## config.mk

```make
export PLATFORM = sky130hd
export DESIGN_NAME = seg14_scan_decoder
export DESIGN_NICKNAME = d
export VERILOG_FILES = /design/src/rtl/seg14_scan_decoder.sv
export SDC_FILE = /design/constraint.sdc
export NUM_CORES = 1
export LEC_CHECK = 0
export BUFFER_PORTS_ARGS = -buffer_cell sky130_fd_sc_hd__buf_4
export CAP_MARGIN = 10
export CORE_MARGIN = 5
export CORE_UTILIZATION = 50
export CTS_CLUSTER_DIAMETER = 150
export DETAILED_ROUTE_END_ITERATION = 8
export PLACE_DENSITY = 0.73
export SYNTH_ARGS = -nofsm -noshare
export SYNTH_HDL_FRONTEND = slang
export SYNTH_SLANG_ARGS = --single-unit
```

## constraint.sdc

```tcl
create_clock -name clk -period 4 [get_ports clk]
set_input_delay 0.4 -clock clk [delete_from_list [all_inputs] [get_ports clk]]
set_output_delay 0.4 -clock clk [all_outputs]
set_load 0.03 [all_outputs]
```

## src/rtl/seg14_scan_decoder.sv

```systemverilog
// seg14_scan_decoder
// Snoops a scanned 12-position 14-segment display bus, decodes each
// position's segment pattern to ASCII and publishes complete, in-order
// frames into a shadow buffer that is read combinationally.
module seg14_scan_decoder (
`ifdef USE_POWER_PINS
  inout  wire         vdd,
  inout  wire         vss,
`endif
  input  logic        clk,
  input  logic        rst_n,
  input  logic [11:0] sel,
  input  logic [13:0] segm,
  input  logic [3:0]  rd_addr,
  output logic [6:0]  rd_data,
  output logic        frame_valid,
  output logic [7:0]  frame_cnt,
  output logic        unk_flag,
  output logic        seq_err,
  output logic        onehot_err
);

  typedef enum logic {SYNC, CAPTURE} state_t;

  localparam int unsigned NPOS = 12;

  // Stage S1 input registers
  logic [11:0] sel_reg;
  logic [13:0] segm_reg;

  // Control state
  state_t      state_reg, state_next;
  logic [3:0]  exp_reg, exp_next;
  logic        unk_frame_reg, unk_frame_next;
  logic [7:0]  frame_cnt_reg;
  logic        unk_flag_reg;
  logic        frame_valid_reg;
  logic        seq_err_reg, seq_err_next;
  logic        onehot_err_reg, onehot_err_next;

  // Decoded S1 sample
  logic [6:0]  char_c;
  logic        unk_c;
  logic [3:0]  k_c;
  logic        is_multi;
  logic        is_valid;

  // Write strobes shared by the per-position storage
  logic        wr_en;
  logic        frame_done;

  logic [6:0]  shadow_arr [NPOS];

  // Register the raw bus once before any decoding
  always_ff @(posedge clk) begin
    if (!rst_n) begin
      sel_reg  <= '0;
      segm_reg <= '0;
    end else begin
      sel_reg  <= sel;
      segm_reg <= segm;
    end
  end

  // Segment pattern to ASCII; anything not in the table is '?' and unknown
  always_comb begin
    char_c = 7'h3F;
    unk_c  = 1'b0;
    case (segm_reg)
      14'b11101111000000: char_c = 7'h41;
      14'b11110000010010: char_c = 7'h44;
      14'b10011110000000: char_c = 7'h45;
      14'b10010000010010: char_c = 7'h49;
      14'b01101100100100: char_c = 7'h4E;
      14'b11001111000000: char_c = 7'h50;
      14'b11001111000100: char_c = 7'h52;
      14'b10110111000000: char_c = 7'h53;
      14'b00000000000000: char_c = 7'h20;
      default:            unk_c  = 1'b1;
    endcase
  end

  // Classify the select: a value with its lowest set bit cleared is
  // nonzero exactly when two or more bits were set
  always_comb begin
    is_multi = ((sel_reg & (sel_reg - 12'd1)) != 12'd0);
    is_valid = (sel_reg != 12'd0) && !is_multi;
    k_c      = 4'd0;
    for (int i = 0; i < 12; i++) begin
      if (sel_reg[i]) k_c = 4'(i);
    end
  end

  // Next-state logic: frame sequencing, error pulses, write strobes
  always_comb begin
    state_next      = state_reg;
    exp_next        = exp_reg;
    unk_frame_next  = unk_frame_reg;
    seq_err_next    = 1'b0;
    onehot_err_next = 1'b0;
    wr_en           = 1'b0;
    frame_done      = 1'b0;

    if (is_multi) begin
      onehot_err_next = 1'b1;
      state_next      = SYNC;
    end else if (is_valid) begin
      case (state_reg)
        SYNC: begin
          if (k_c == 4'd0) begin
            wr_en          = 1'b1;
            exp_next       = 4'd1;
            unk_frame_next = unk_c;
            state_next     = CAPTURE;
          end
        end
        CAPTURE: begin
          if (k_c == exp_reg) begin
            wr_en          = 1'b1;
            unk_frame_next = unk_frame_reg | unk_c;
            exp_next       = k_c + 4'd1;
            if (k_c == 4'd11) begin
              frame_done = 1'b1;
              exp_next   = 4'd0;
              state_next = SYNC;
            end
          end else begin
            seq_err_next = 1'b1;
            if (k_c == 4'd0) begin
              // Restart the frame; position 0 is written as a fresh start
              wr_en          = 1'b1;
              exp_next       = 4'd1;
              unk_frame_next = unk_c;
              state_next     = CAPTURE;
            end else begin
              exp_next   = 4'd0;
              state_next = SYNC;
            end
          end
        end
        default: state_next = SYNC;
      endcase
    end
  end

  // Control registers and published frame status
  always_ff @(posedge clk) begin
    if (!rst_n) begin
      state_reg       <= SYNC;
      exp_reg         <= 4'd0;
      unk_frame_reg   <= 1'b0;
      frame_cnt_reg   <= 8'd0;
      unk_flag_reg    <= 1'b0;
      frame_valid_reg <= 1'b0;
      seq_err_reg     <= 1'b0;
      onehot_err_reg  <= 1'b0;
    end else begin
      state_reg       <= state_next;
      exp_reg         <= exp_next;
      unk_frame_reg   <= unk_frame_next;
      frame_valid_reg <= frame_done;
      seq_err_reg     <= seq_err_next;
      onehot_err_reg  <= onehot_err_next;
      if (frame_done) begin
        frame_cnt_reg <= frame_cnt_reg + 8'd1;
        unk_flag_reg  <= unk_frame_next;
      end
    end
  end

  // One capture entry and one shadow entry per display position
  generate
    for (genvar gi = 0; gi < NPOS; gi++) begin : g_pos
      logic [6:0] cap_reg;
      logic [6:0] shadow_reg;

      // Capture entry: written by an in-order (or restart) sample for this position
      always_ff @(posedge clk) begin
        if (!rst_n) begin
          cap_reg <= 7'h20;
        end else if (wr_en && (k_c == 4'(gi))) begin
          cap_reg <= char_c;
        end
      end

      // Shadow entry: loaded only when a full frame completes; the last
      // position comes straight from the decoder since it lands this edge
      always_ff @(posedge clk) begin
        if (!rst_n) begin
          shadow_reg <= 7'h20;
        end else if (frame_done) begin
          shadow_reg <= (gi == NPOS - 1) ? char_c : cap_reg;
        end
      end

      assign shadow_arr[gi] = shadow_reg;
    end
  endgenerate

  assign rd_data     = (rd_addr <= 4'd11) ? shadow_arr[rd_addr] : 7'h00;
  assign frame_valid = frame_valid_reg;
  assign frame_cnt   = frame_cnt_reg;
  assign unk_flag    = unk_flag_reg;
  assign seq_err     = seq_err_reg;
  assign onehot_err  = onehot_err_reg;

endmodule

```

### Yosys cells after proc, flatten, opt, wreduce, memory -nomap -nowiden

Cells that the tools add are included.

* register bits after elaboration: 205
* bits in latches: 0
* RAM bits: 0
* bits in read-only memories: 0
* memories: 0

* add/sub/neg operators: 3
* $mul: 0
* div/mod/pow operators: 0
* order comparisons: 2
* eq/ne operators: 21
* shift-type cells: 0
* muxes and demuxes: 42
* bitwise logic cells: 7
* reductions and logical operators: 21

Operators by type and width (count)
* $eq A14 B14 Y1 const B: 7
* $pmux W7 S9: 1
* $mux W4: 13
* $bmux W7 S4: 1
* $reduce_bool A12 Y1: 2
* $mux W7: 3
* $mux W1: 20
* $eq A4 B3 Y1 const B: 4
* $eq A4 B4 Y1 const B: 4
* $eq A14 B13 Y1 const B: 1
* $logic_not A14 Y1: 1
* $and A12 B12 Y12: 1
* $logic_and A1 B1 Y1: 12
* $sub A12 B1 Y12 const B: 1
* $reduce_or A9 Y1: 1
* $add A8 B1 Y8 const B: 1
* $eq A4 B2 Y1 const B: 2
* $pmux W4 S2: 1
* $pmux W1 S2: 3
* $ge A5 B5 Y1 const B: 1
* $not A4 Y5: 1
* $add A4 B1 Y4 const B: 1
* $eq A4 B1 Y1 const B: 1
* $eq A4 B4 Y1: 1
* 9 further kinds: 12

### Depth between registers and ports, before layout

* depth after elaboration: 18
* mapped depth: 14
* mapped depth without buffers: 10

### Least setup slack after synthesis

No wires, ideal clock.

* kind: register to register
* start: reg sel_reg[5]
* end: reg frame_cnt_reg[1] (netlist: frame_cnt[1])
* setup time: 0.070 ns
* arrival time: 2.867 ns
* path slack: 1.063 ns
* stages on the path, launching flop included: 15
* cells stage by stage: dfxtp_1 > buf_2 > nor2_1 > a221oi_1 > o41ai_4 > inv_1 > ha_1 > clkbuf_1 > nand2_1 > and4bb_1 > nand3_2 > clkbuf_1 > clkbuf_1 > nand2_1 > a21oi_1

* cells in the longest elaborated chain, start to end: 13
* elaborated cells between the ends (all ways): 20

Ends and longest elaborated chain
* start: declaration: RTL line 28 `logic [11:0] sel_reg;`
* start signal: assignment: RTL line 60 `sel_reg <= sel;`
* $mux W4 (7 in a row): RTL line 90 `if (sel_reg[i]) k_c = 4'(i);`
* $eq A4 B4 Y1
* $mux W1: RTL line 122 `if (k_c == 4'd11) begin`
* $mux W1: RTL line 118 `if (k_c == exp_reg) begin`
* $mux W1: RTL line 108 `case (state_reg)`
* $mux W1: RTL line 107 `end else if (is_valid) begin`
* $mux W1 (*): RTL line 104 `if (is_multi) begin`
* end signal: assignment: RTL line 165 `frame_cnt_reg <= frame_cnt_reg + 8'd1;`
* end: declaration: RTL line 35 `logic [7:0] frame_cnt_reg;`

Every way passes the cells marked *; elsewhere a longest branch is shown, timed or not.
A chain may end at the register's enable or synchronous reset.

### Worst setup path after layout

* start: reg sel_reg[5]
* end: reg g_pos[11].shadow_reg[3]

* cells in the longest elaborated chain, start to end: 13
* elaborated cells between the ends (all ways): 20

Ends and longest elaborated chain
* $mux W4 (7 in a row): RTL line 90
* $eq A4 B4 Y1
* $mux W1: RTL line 122
* $mux W1: RTL line 118
* $mux W1: RTL line 108
* $mux W1: RTL line 107
* $mux W1 (*): RTL line 104
* end signal: assignment: RTL line 192 `shadow_reg <= (gi == NPOS - 1) ? char_c : cap_reg;`
* end: declaration: RTL line 175 `logic [6:0] shadow_reg;`

Marks and branches as above.

==> results.md <==
* WL per Instance at 16.7 µm
* Remaining global-route overflow at 0
* Max VDD drop at 0.297 mV
* Post-Syn Nets at 987
* R2R depth at 11
* CTS tree: done
* Number of synthesized register bits at 205
* Fmax achieved at just over 300 MHz
* Startpoint Class: register
* Register-to-register setup slack at 0.77 ns
* Mapped cell area at a little under 9000 µm²
* Vias at 6846
* Area grow syn2layout at 13.1%
* Setup Crit Path Kind: reg2reg
* Vias in the first global route at 6383
* Post_cts resized at 0
* Via/cell ratio at 5.66
* Setup total negative slack at 0 ns
* Post-CTS Setup Inserts at 0
* IO Count at 51
* Fin cells at 1210
* Post-synthesis cell type count at 68
* ANT cells at 0
* Critical R2R Capture: g_pos[11].shadow_reg[3]
* CTS root buffer: clkbuf_16
* Worst Path Max Fanout at 81
* First-pass GRT wire length at 33.5 mm
* Critical path's slowest cell: dfxtp_1
* EDFF count, synth at 0
* Clock sinks at 205
* Clock slew at reported path FFs at 0.06 ns
* 1st-pass router iterations at 7
* Drt total wl at 20.2 mm
* Inst Count DP at 1176
* Synth Instances at 950
* Pin count of the biggest net entering global routing at 93
* Clk_lat worst skew at about 0.50 ns
* Post-Syn Area per Cell at 9.21 µm²
* Max-cap violations at 0
* Total GRT Usage at 0.201
* Least-Margin Pin Slew at 1.01 ns
* Power density over cell area at 411 nW/µm²
* HPWL Detailed at 13.0 mm
* CP max stage delay at approximately 0.5 ns
* HP Start: sel[2]
* Final #Nets at 1011
* Die width at 142 µm
* Starting Density at 0.508
* Chip height at 142 µm
* I/O Buffers at 50
* Synthesis Warnings at 0
* Max FFs per register at 84
* CTS Buffer Depth at 3
* Ys flop type: dfxtp_1
* Asr flop ratio synth at 0
* Post-CTS Hold Buffers at 0
* CP required at about 4.4 ns
* Crit-path cells: inv_1 -> a221oi_1 -> o41ai_4 -> inv_1 -> ha_1 -> nand2_1 -> and4bb_1 -> and3_2 -> buf_12 -> o21ai_0 -> a21oi_1
* Slew Limit Fails at 0
* Worst Hold Endpoint: sel_reg[2]
* Period minus WS final at around 3.2 ns
* Worst setup EP type: register
* Final hold viol count at 0
* Final routed DRC violation total at 0
* Fill cells at 1538
* Post-synthesis sequential area ratio at 0.469
* RSZ-0062 raised after global routing: false
* GPL Wtd Cong at 0.860
* Worst Clk Skew at between 0.01 and 0.015 ns
* Post-DRT Antenna Nets at 0
* Leak at 3.63 nW
* Critical R2R Launch: sel_reg[5]
* H-tree depth at 1
* Row Count at 48
* Worst Path Arrival at 3.64 ns
* Die footprint at 20200 µm²
* Min-delay worst type: in2reg
* Share of layout cells above drive strength 1 at 0.147
* Cell mode on critical path: inv_1
* Min-Delay Path Depth at 2
* Core footprint at 17200 µm²
* Initial antenna violation count at 0
* Max-Slew Margin vs Limit at 0.325
* Total CTS buffers at 21
* Fin crit share at 0.808
* Starting DRC count in detailed routing at 506
* Final setup violating endpoints at 0
* Status: finished, final reports clean
[final cells by class]
| class | instances | area [µm²] | area share |
|---|---|---|---|
| Clock buffer | 27 | 568 | 0.0574 |
| Timing Repair Buffer | 67 | 528 | 0.0533 |
| Sequential cell | 205 | 4100 | 0.415 |
| Clock inverter | 7 | 35.0 | 0.00354 |
| Multi-Input combinational cell | 665 | 4330 | 0.437 |
| Inverter | 14 | 53.8 | 0.00543 |
| Tap cell | 225 | 282 | 0.0284 |
[cell usage in the layout, fill, tap and decap left out, types with 10 or more instances in the layout]
master / synthesis / final
inv_1: 13 / 13
dfxtp_1: 205 / 205
nor3_1: 11 / 11
nor2_1: 73 / 73
o21ai_0: 31 / 31
o221a_1: 10 / 10
and2_1: 26 / 26
clkbuf_16: 0 / 21
o211ai_1: 17 / 17
nand4_1: 16 / 16
a21oi_1: 87 / 87
nand3_1: 11 / 11
nand3b_1: 10 / 10
mux2i_1: 42 / 42
mux4_2: 21 / 21
nand2_1: 187 / 187
buf_4: 3 / 65
[cell families (layout without fill, tap and decap cells)]
kind of cell | count (synthesis) | after routing | synth area share
buf+inv | 80 | 115 | 0.0373
simple gates | 396 | 396 | 0.231
flops | 205 | 205 | 0.469
fa+ha+maj | 6 | 6 | 0.00829
xor+xnor | 7 | 7 | 0.0100
mux | 63 | 63 | 0.102
compound gates | 193 | 193 | 0.142
[worst max path at each step]
stage,start,to,slack [ns],depth (start not counted)
floorplan,sel_reg[5],frame_cnt[1],1.06,14
global placement,sel_reg[5],frame_cnt[4],0.88,11
detailed placement,sel_reg[5],frame_cnt[4],0.77,11
CTS,sel_reg[5],frame_cnt[4],0.77,11
global route,sel_reg[5],g_pos[11].shadow_reg[3],0.48,11
finish,sel_reg[5],g_pos[11].shadow_reg[3],0.77,11
[per-stage QoR]
step / instance area, µm² / utilization / worst slack, ns / power [W] / hold slack, ns
4_1_cts: 9900 / 0.574 / 0.771 / 0.00410 / 0.0961
5_1_grt: 9900 / 0.574 / 0.479 / 0.00422 / 0.0966
2_1_floorplan: 8750 / - / 1.06 / 0.00229 / 0.421
6_report: 9900 / 0.574 / 0.769 / 0.00407 / 0.112
3_5_place_dp: 9300 / 0.539 / 0.766 / 0.00237 / 0.442
3_3_place_gp: 9300 / 0.539 / 0.875 / 0.00236 / 0.436
[cell usage after synthesis, types with 8 or more instances]
cell type / n / area, µm²
o211ai_1: 17 / 128
clkbuf_1: 46 / 173
nand3_1: 11 / 55.1
and2_1: 26 / 163
nand4_1: 16 / 100
nand2_1: 187 / 702
buf_2: 12 / 60.1
inv_1: 13 / 48.8
o221a_1: 10 / 113
a21oi_1: 87 / 435
o211a_1: 8 / 80.1
mux4_2: 21 / 473
nor2_1: 73 / 274
dfxtp_1: 205 / 4100
and3_1: 8 / 50.1
nor3_1: 11 / 55.1
nand3b_1: 10 / 75.1
o21ai_0: 31 / 155
mux2i_1: 42 / 420
nor4_4: 8 / 170
[critical path, delay by kind of cell (launching register included)]
kind / cells / cell delay (ns)
fa+ha+maj: 1 / 0.38
buf+inv: 3 / 0.50
flops: 1 / 0.49
simple gates: 3 / 0.78
compound gates: 4 / 0.94
[report_power, final]
group	switching (W)	internal [W]	total [W]
clock	0.000752	0.000994	0.00175
combinational	0.000154	0.0000874	0.000241
sequential	0.0000217	0.00206	0.00208
[routing by layer]
metal  global-route usage  share of wire  vias to the layer above
met5                    0              0                        -
met1                0.296           0.48                     3244
met4               0.0480          0.017                        0
met3               0.0306          0.059                       28
met2                0.311           0.45                      187
li1                     -              -                     3387
Power figures use the tool's default switching activity.
